### src/rtl/scan_display_driver_pkg.sv
// Shared definitions for the microwave timer display driver.
//   - 7-segment patterns, bit order {g,f,e,d,c,b,a}, active-high
//   - bcd_t digit type and the mod-10 increment used by the mm:ss normaliser
package scan_display_driver_pkg;

  typedef logic [3:0] bcd_t;

  localparam logic [6:0] SEG_0     = 7'b0111111;
  localparam logic [6:0] SEG_1     = 7'b0000110;
  localparam logic [6:0] SEG_2     = 7'b1011011;
  localparam logic [6:0] SEG_3     = 7'b1001111;
  localparam logic [6:0] SEG_4     = 7'b1100110;
  localparam logic [6:0] SEG_5     = 7'b1101101;
  localparam logic [6:0] SEG_6     = 7'b1111101;
  localparam logic [6:0] SEG_7     = 7'b0000111;
  localparam logic [6:0] SEG_8     = 7'b1111111;
  localparam logic [6:0] SEG_9     = 7'b1101111;
  localparam logic [6:0] SEG_DASH  = 7'b1000000;
  localparam logic [6:0] SEG_BLANK = 7'b0000000;

  // (d + 1) mod 10 evaluated on the raw nibble, so a non-BCD value in the
  // minutes digit still lands on a defined result.
  function automatic bcd_t bcd_inc_mod10(input bcd_t d);
    logic [4:0] s;
    s = {1'b0, d} + 5'd1;
    return bcd_t'(s % 5'd10);
  endfunction

endpackage

### src/rtl/scan_display_driver_if.sv
// Controller-side bus of the scan display driver.
//   load, digits_in, blink_en, blank_lead : controller -> driver
//   seg_out, an_out                       : driver -> pins
// master = timer controller / board side, slave = the driver itself.
interface scan_display_driver_if #(
  parameter int N_DIGITS = 4
);
  logic                    load;
  logic [4*N_DIGITS-1:0]   digits_in;
  logic                    blink_en;
  logic                    blank_lead;
  logic [6:0]              seg_out;
  logic [N_DIGITS-1:0]     an_out;

  modport master (
    output load, digits_in, blink_en, blank_lead,
    input  seg_out, an_out
  );

  modport slave (
    input  load, digits_in, blink_en, blank_lead,
    output seg_out, an_out
  );
endinterface

### src/rtl/scan_display_driver_decode.sv
// BCD digit to 7-segment pattern, combinational, active-high.
//   bcd : 4-bit digit value
//   seg : {g,f,e,d,c,b,a}; 0..9 standard glyphs, 10..15 a dash
module scan_display_driver_decode
  import scan_display_driver_pkg::*;
(
  input  bcd_t       bcd,
  output logic [6:0] seg
);
  always_comb begin
    case (bcd)
      4'd0:    seg = SEG_0;
      4'd1:    seg = SEG_1;
      4'd2:    seg = SEG_2;
      4'd3:    seg = SEG_3;
      4'd4:    seg = SEG_4;
      4'd5:    seg = SEG_5;
      4'd6:    seg = SEG_6;
      4'd7:    seg = SEG_7;
      4'd8:    seg = SEG_8;
      4'd9:    seg = SEG_9;
      default: seg = SEG_DASH;
    endcase
  end
endmodule

### src/rtl/scan_display_driver.sv
// Time-multiplexed N-digit 7-segment driver for the microwave timer.
//   clk, reset : clock and synchronous active-high reset
//   bus.load / bus.digits_in : capture a BCD word (normalised to mm:ss)
//   bus.blink_en   : blink whole display (segments off, anodes keep scanning)
//   bus.blank_lead : leading-zero blanking (digit 0 never blanked)
//   bus.seg_out / bus.an_out : registered segment bus and one-hot anode
module scan_display_driver
  import scan_display_driver_pkg::*;
#(
  parameter int N_DIGITS   = 4,
  parameter int SCAN_DIV   = 1000,
  parameter int BLINK_DIV  = 64,
  parameter int NORM_MMSS  = 1,
  parameter int ACTIVE_LOW = 0
) (
  input  logic                  clk,
  input  logic                  reset,
  scan_display_driver_if.slave  bus
);
  localparam int PW = (SCAN_DIV  > 1) ? $clog2(SCAN_DIV)  : 1;
  localparam int IW = (N_DIGITS  > 1) ? $clog2(N_DIGITS)  : 1;
  localparam int BW = (BLINK_DIV > 1) ? $clog2(BLINK_DIV) : 1;
  // Digit positions of seconds-tens and minutes-units, clamped so small
  // displays still elaborate; the normaliser is disabled for them anyway.
  localparam int D1 = (N_DIGITS >= 2) ? 1 : 0;
  localparam int D2 = (N_DIGITS >= 3) ? 2 : 0;
  localparam logic [6:0]          SEG_POL = (ACTIVE_LOW != 0) ? '1 : '0;
  localparam logic [N_DIGITS-1:0] AN_POL  = (ACTIVE_LOW != 0) ? '1 : '0;

  bcd_t                norm       [N_DIGITS];
  bcd_t                shadow_p0  [N_DIGITS];
  logic [PW-1:0]       presc;
  logic [IW-1:0]       idx;
  logic [BW-1:0]       blink_cnt;
  logic                phase_on;
  logic                slot_end;
  logic                round_end;
  logic [N_DIGITS-1:0] lead_blank;
  logic [N_DIGITS-1:0] an_hot;
  logic [6:0]          seg_pat;
  logic                blank_cur;
  logic [6:0]          seg_p1;
  logic [N_DIGITS-1:0] an_p1;

  // mm:ss normalisation: a seconds-tens digit of 6..9 carries one minute.
  always_comb begin
    for (int k = 0; k < N_DIGITS; k++) norm[k] = bus.digits_in[4*k +: 4];
    if (NORM_MMSS != 0 && N_DIGITS >= 3 && norm[D1] >= 4'd6 && norm[D1] <= 4'd9) begin
      norm[D1] = norm[D1] - 4'd6;
      norm[D2] = bcd_inc_mod10(norm[D2]);
    end
  end

  // ---- stage p0: shadow digits, scan and blink state ----
  assign slot_end  = (presc == PW'(SCAN_DIV - 1));
  assign round_end = slot_end && (idx == IW'(N_DIGITS - 1));

  always_ff @(posedge clk) begin
    if (reset) begin
      for (int k = 0; k < N_DIGITS; k++) shadow_p0[k] <= '0;
      presc     <= '0;
      idx       <= '0;
      blink_cnt <= '0;
      phase_on  <= 1'b1;
    end else begin
      if (bus.load) begin
        for (int k = 0; k < N_DIGITS; k++) shadow_p0[k] <= norm[k];
      end
      presc <= slot_end ? '0 : presc + 1'b1;
      if (slot_end) idx <= round_end ? '0 : idx + 1'b1;
      if (!bus.blink_en) begin
        blink_cnt <= '0;
        phase_on  <= 1'b1;
      end else if (round_end) begin
        if (blink_cnt == BW'(BLINK_DIV - 1)) begin
          blink_cnt <= '0;
          phase_on  <= ~phase_on;
        end else begin
          blink_cnt <= blink_cnt + 1'b1;
        end
      end
    end
  end

  // A digit is a leading zero when it and every digit above it are zero.
  always_comb begin
    logic higher_zero;
    higher_zero = 1'b1;
    lead_blank  = '0;
    for (int k = N_DIGITS - 1; k >= 0; k--) begin
      higher_zero   = higher_zero && (shadow_p0[k] == 4'd0);
      lead_blank[k] = higher_zero && (k != 0);
    end
  end

  always_comb begin
    an_hot      = '0;
    an_hot[idx] = 1'b1;
  end

  assign blank_cur = bus.blank_lead && lead_blank[idx];

  scan_display_driver_decode u_decode (
    .bcd (shadow_p0[idx]),
    .seg (seg_pat)
  );

  // ---- stage p1: registered pin drivers, polarity applied here only ----
  always_ff @(posedge clk) begin
    if (reset) begin
      seg_p1 <= SEG_BLANK ^ SEG_POL;
      an_p1  <= AN_POL;
    end else begin
      seg_p1 <= ((phase_on && !blank_cur) ? seg_pat : SEG_BLANK) ^ SEG_POL;
      an_p1  <= an_hot ^ AN_POL;
    end
  end

  assign bus.seg_out = seg_p1;
  assign bus.an_out  = an_p1;

endmodule

### src/flat_wrapper.sv
// flat-port wrapper written by rule: the top's interface ports become plain ports
module scan_display_driver_flat import scan_display_driver_pkg::*;
#(
  parameter int N_DIGITS   = 4,
  parameter int SCAN_DIV   = 1000,
  parameter int BLINK_DIV  = 64,
  parameter int NORM_MMSS  = 1,
  parameter int ACTIVE_LOW = 0
)
  (clk, reset, bus_load, bus_digits_in, bus_blink_en, bus_blank_lead, bus_seg_out, bus_an_out);
  scan_display_driver_if #(.N_DIGITS(N_DIGITS)) bus_i ();
  input  logic clk;
  input  logic reset;
  input wire logic [$bits(bus_i.load)-1:0] bus_load;
  input wire logic [$bits(bus_i.digits_in)-1:0] bus_digits_in;
  input wire logic [$bits(bus_i.blink_en)-1:0] bus_blink_en;
  input wire logic [$bits(bus_i.blank_lead)-1:0] bus_blank_lead;
  output wire logic [$bits(bus_i.seg_out)-1:0] bus_seg_out;
  output wire logic [$bits(bus_i.an_out)-1:0] bus_an_out;
  assign bus_i.load = bus_load;
  assign bus_i.digits_in = bus_digits_in;
  assign bus_i.blink_en = bus_blink_en;
  assign bus_i.blank_lead = bus_blank_lead;
  assign bus_seg_out = bus_i.seg_out;
  assign bus_an_out = bus_i.an_out;
  scan_display_driver #(.N_DIGITS(N_DIGITS), .SCAN_DIV(SCAN_DIV), .BLINK_DIV(BLINK_DIV), .NORM_MMSS(NORM_MMSS), .ACTIVE_LOW(ACTIVE_LOW)) u_core (.clk(clk), .reset(reset), .bus(bus_i));
endmodule
### config.mk
export PLATFORM = sky130hd
export DESIGN_NAME = scan_display_driver_flat
export DESIGN_NICKNAME = d
export VERILOG_FILES = /design/src/rtl/scan_display_driver_pkg.sv /design/src/rtl/scan_display_driver_if.sv /design/src/rtl/scan_display_driver_decode.sv /design/src/rtl/scan_display_driver.sv /design/src/flat_wrapper.sv
export SDC_FILE = /design/constraint.sdc
export NUM_CORES = 1
export LEC_CHECK = 0
export BUFFER_PORTS_ARGS = -buffer_cell sky130_fd_sc_hd__buf_4
export CORE_UTILIZATION = 60
export CTS_BUF_LIST = sky130_fd_sc_hd__clkbuf_4 sky130_fd_sc_hd__clkbuf_8
export DETAILED_ROUTE_END_ITERATION = 8
export GPL_ROUTABILITY_DRIVEN = 0
export PLACE_DENSITY = 0.86
export SYNTH_ARGS = -nofsm -noshare
export SYNTH_HDL_FRONTEND = slang
export SYNTH_HIERARCHICAL = 1
export SYNTH_SLANG_ARGS = --single-unit
### constraint.sdc
create_clock -name clk -period 4.7 [get_ports clk]
set_input_delay 0.705 -clock clk [delete_from_list [all_inputs] [get_ports clk]]
set_output_delay 0.705 -clock clk [all_outputs]
set_load 0.05 [all_outputs]
==> results.md <==
- The run finished with clean final reports.
- The critical-path cell with the highest stage delay is sky130_fd_sc_hd__or4_1.
- The detailed-route wire length per cell is 13.16 µm.
- The maximum frequency from static timing analysis is just over 0.3 GHz.
- Measured along the y axis, the die boundary spans roughly 67 µm.
- The number of global-route vias before repair is 1722.
- In the finished design, the share of the clock period the worst path needs comes to 0.6899.
- The critical path is of the in2reg type.
- Summed over all layers, the global routing overflow is 0.
- The number of inserted diodes is 0.
- The number of antenna violations at the first check in global routing came to 0.
- Of all flip-flops after synthesis, the portion carrying an async set or reset was 0.
- The first detailed-routing pass ran for 4 iterations.
- Headroom to the max-slew limit came out at 0.5478.
- After synthesis the netlist holds a flip-flop and latch count of 48.
- The TritonCTS clock tree is done.
- The number of setup buffers added after CTS is 0.
- The accumulated negative setup slack is 0 ns.
- The routed design uses about 2.2 mm of met2 wire.
- The detailed router finished its first iteration with 83 violations.
- The combinational share of power is 0.162.
- The share of the core filled with cells is 0.7102.
- The net count of the mapped netlist is between 200 and 300.
- The worst path meets setup with around 1.5 ns of slack.
- The number of buffers and inverters on the critical path is 2.
- The area share of the leading cell type in the synthesized netlist is 0.2541.
- In the detailed route, the total length drawn on met3 is 195 µm.
- In the layout the commonest cells are sky130_fd_sc_hd__dfxtp_1, sky130_fd_sc_hd__buf_4, sky130_fd_sc_hd__nor2_1.
- The total setup violations reported at the end of the flow is 0.
- In this run the power spent charging and discharging nets is 0.2214 mW.
- The netlist area before placement is 2521 µm².
- The top flip-flop cell by instance count after synthesis is sky130_fd_sc_hd__dfxtp_1.
- The clock period minus worst slack is 3.243 ns.
- The number of top-level pins is 32.
- For this design the ratio of total power to cell area is 299.5 nW/µm².
- The critical path startpoint category is a primary input.
- Input and output buffers added on the ports amount to 31.
- The die width is 66.82 µm.
- Across all register-to-register paths, the minimum setup slack is 2.47 ns.
- The pin slew with the least headroom to its limit is around 0.68 ns.
- For the final database, setup skew stands at roughly 0.013 ns.
- The routed via count is 1876.
- In this design, the stage delay of the slowest critical-path cell is around 0.6 ns.
- Once placement finished, the instance area stood at 2763 µm².
- The number of instances in the synthesized netlist is 254.
- The design draws about 0.86 mW.
- The worst-case hold slack is 0.4718 ns.
- The die outline area is about 4500 µm².
- The starting density of the core is 0.6258.
- The post-detailed-route DRC marker count is 0.
- Clock latency on the worst-skew pair, taken at its later pin, is around 0.3 ns.
- The final-report hold violation count came to 0.
- The clock share of power is 0.300.
- For the worst setup path, the data required time is 4.81 ns.
- VDD sags by at most 0.2000 mV.
- The routed metal-1 wirelength is 1.940 mm.
- The first global-routing pass estimated 7.452 mm of wire.
- Entering global routing, the biggest net connects 17 pins.
- For this run, the number of Yosys warnings is 6.
- Once detailed placement completed, the half-perimeter wirelength came to between 3 and 4 mm.
- By area the synthesized netlist is led by sky130_fd_sc_hd__dfxtp_1, sky130_fd_sc_hd__edfxtp_1, sky130_fd_sc_hd__ha_1.
- Of the total power, the share spent switching nets is 0.2583.
- The routed via count divided by cell count is 5.617.
- Fill cells in the final layout number ~310.
- Prior to clock tree synthesis, the placed netlist has a worst setup slack of 1.172 ns.
- In the final design database the tool counted 323 nets.
- The cts-stage hold buffer count is 0.
- The max-cap violation count is 0.
- Internal power comes to ~0.64 mW.
- The final design area excluding fillers is 2861 µm².
- After floorplanning, the core was divided into 23 placement rows.
- In this run the static leakage power is 1.154 nW.
- Yosys mapped a number of flops with a built-in enable equal to 16.
- The area inside the core boundary is 4029 µm².
- The clock buffer count from CTS is 5.
- The count of placed standard cells including taps is 326.
- The non-filler instance count after layout is between 300 and 400.
- Of the cells placed in the final design, the portion with a size suffix greater than 1 is 0.1761.
- In this run the remaining antenna-violating nets after routing total 0.
- The portion of the post-synthesis area used by sequential elements is 0.4447.
- In this run the clock root is driven by a sky130_fd_sc_hd__clkbuf_8.
- The layout overhead on the synthesized area is 13.50%.
- The top routing layer in use is met4.
- Setup repair after global routing left no endpoint under its margin.
- The clock-pin transition on the worst setup and hold timing paths is 0.09 ns.
- The kind of cell adding the most delay to the critical path is simple AND/OR/NAND/NOR gates.
- The share of total power dissipated in sequential elements is 0.538.
- The max-slew violation count is 0.
- The number of H-tree branching levels is 2.
- The number of gates given a new drive strength after cts is 0.
- The worst endpoint data arrival time is ~3.4 ns.
- The detailed-route wire length is 4.395 mm.
- In the global route stage, overall resource usage came out at 0.2240.
- Along the worst path, the maximum fanout reaches 9.
- The library cell occupying the most area in the post-synthesis netlist is sky130_fd_sc_hd__dfxtp_1.
- The clock sink total is 48.
- A synthesized cell averages slightly below 10 µm².
- The maximum buffer depth of the clock tree is 2.
- The cell type with the highest occurrence count on the critical path is sky130_fd_sc_hd__ha_1.
- The critical path goes through buf_4 -> ha_1 -> xor2_1 -> ha_1 -> o21ai_0 -> a21oi_1 -> inv_1 -> ha_1 -> nor4b_1 -> or4_1 -> or4_1 -> o311ai_1.
- The number of distinct library cells after synthesis is 46.
- The most common cell after layout, fill and taps aside is sky130_fd_sc_hd__dfxtp_1.
- The category of the worst setup path capture point is a flop.
- The path category of the worst min-delay check is reg2reg.
==> registers in the layout (all words and copies together) (netlist names), named ones only <==
signal	count
u_core/blink_cnt	6
u_core/bus.an_out	4
u_core/bus.seg_out	7
u_core/idx	2
u_core/phase_on	1
u_core/presc	10
u_core/shadow_p0	16
==> synthesized netlist by cell type, types with 7 or more instances <==
| cell type | count |
|---|---|
| sky130_fd_sc_hd__dfxtp_1 | 32 |
| sky130_fd_sc_hd__nor2b_1 | 7 |
| sky130_fd_sc_hd__nand2_1 | 13 |
| sky130_fd_sc_hd__nor2_1 | 20 |
| sky130_fd_sc_hd__xor2_1 | 9 |
| sky130_fd_sc_hd__ha_1 | 19 |
| sky130_fd_sc_hd__inv_1 | 14 |
| sky130_fd_sc_hd__nand3_1 | 9 |
| sky130_fd_sc_hd__a21oi_1 | 16 |
| sky130_fd_sc_hd__and2_1 | 17 |
| sky130_fd_sc_hd__edfxtp_1 | 16 |
| sky130_fd_sc_hd__o21ai_0 | 13 |
==> final cells by class <==
class                           count  area [µm²]  share of cell area
Multi-Input combinational cell    183        1294              0.4521
Sequential cell                    48        1121              0.3918
Timing Repair Buffer               31       232.7             0.08133
Clock buffer                        7       90.09             0.03148
Tap cell                           50       62.56             0.02186
Inverter                           14       52.55             0.01836
Clock inverter                      1       8.758            0.003061
==> kinds of logic after synthesis <==
| group | Yosys count | share of synthesized area |
|---|---|---|
| AO/OA/AOI/OAI | 42 | 0.09430 |
| multiplexers | 8 | 0.05211 |
| XOR/XNOR | 13 | 0.04516 |
| flip-flops | 48 | 0.4447 |
| buffers and inverters | 23 | 0.04218 |
| adder cells (fa/ha/maj) | 19 | 0.09429 |
| AND/OR/NAND/NOR | 101 | 0.2273 |
==> routing by layer <==
metal	vias to the layer above	global-route usage
li1	947	-
met1	866	0.2603
met2	57	0.3914
met3	6	0.05822
met4	0	0.08245
met5	-	0
==> power groups by stage <==
stage | sequential [mW] | combinational, mW | clock [mW]
3_5_place_dp | 0.471 | 0.137 | 0
2_1_floorplan | 0.492 | 0.0764 | 0
3_3_place_gp | 0.470 | 0.134 | 0
5_1_grt | 0.464 | 0.154 | 0.278
4_1_cts | 0.461 | 0.138 | 0.265
6_report | 0.461 | 0.139 | 0.257
==> path summary, 6_finish.rpt <==
| check | startpoint | to | cells past startpoint |
|---|---|---|---|
| worst max-delay path | bus_digits_in[8] | u_core/shadow_p0[2][3] | 12 |
| worst min-delay path | u_core/presc[0] | u_core/presc[0] | 1 |
| worst max register to register | u_core/presc[0] | u_core/blink_cnt[3] | 6 |
| worst min register to register | u_core/presc[0] | u_core/presc[0] | 1 |
(Power assumes the default switching activity.)
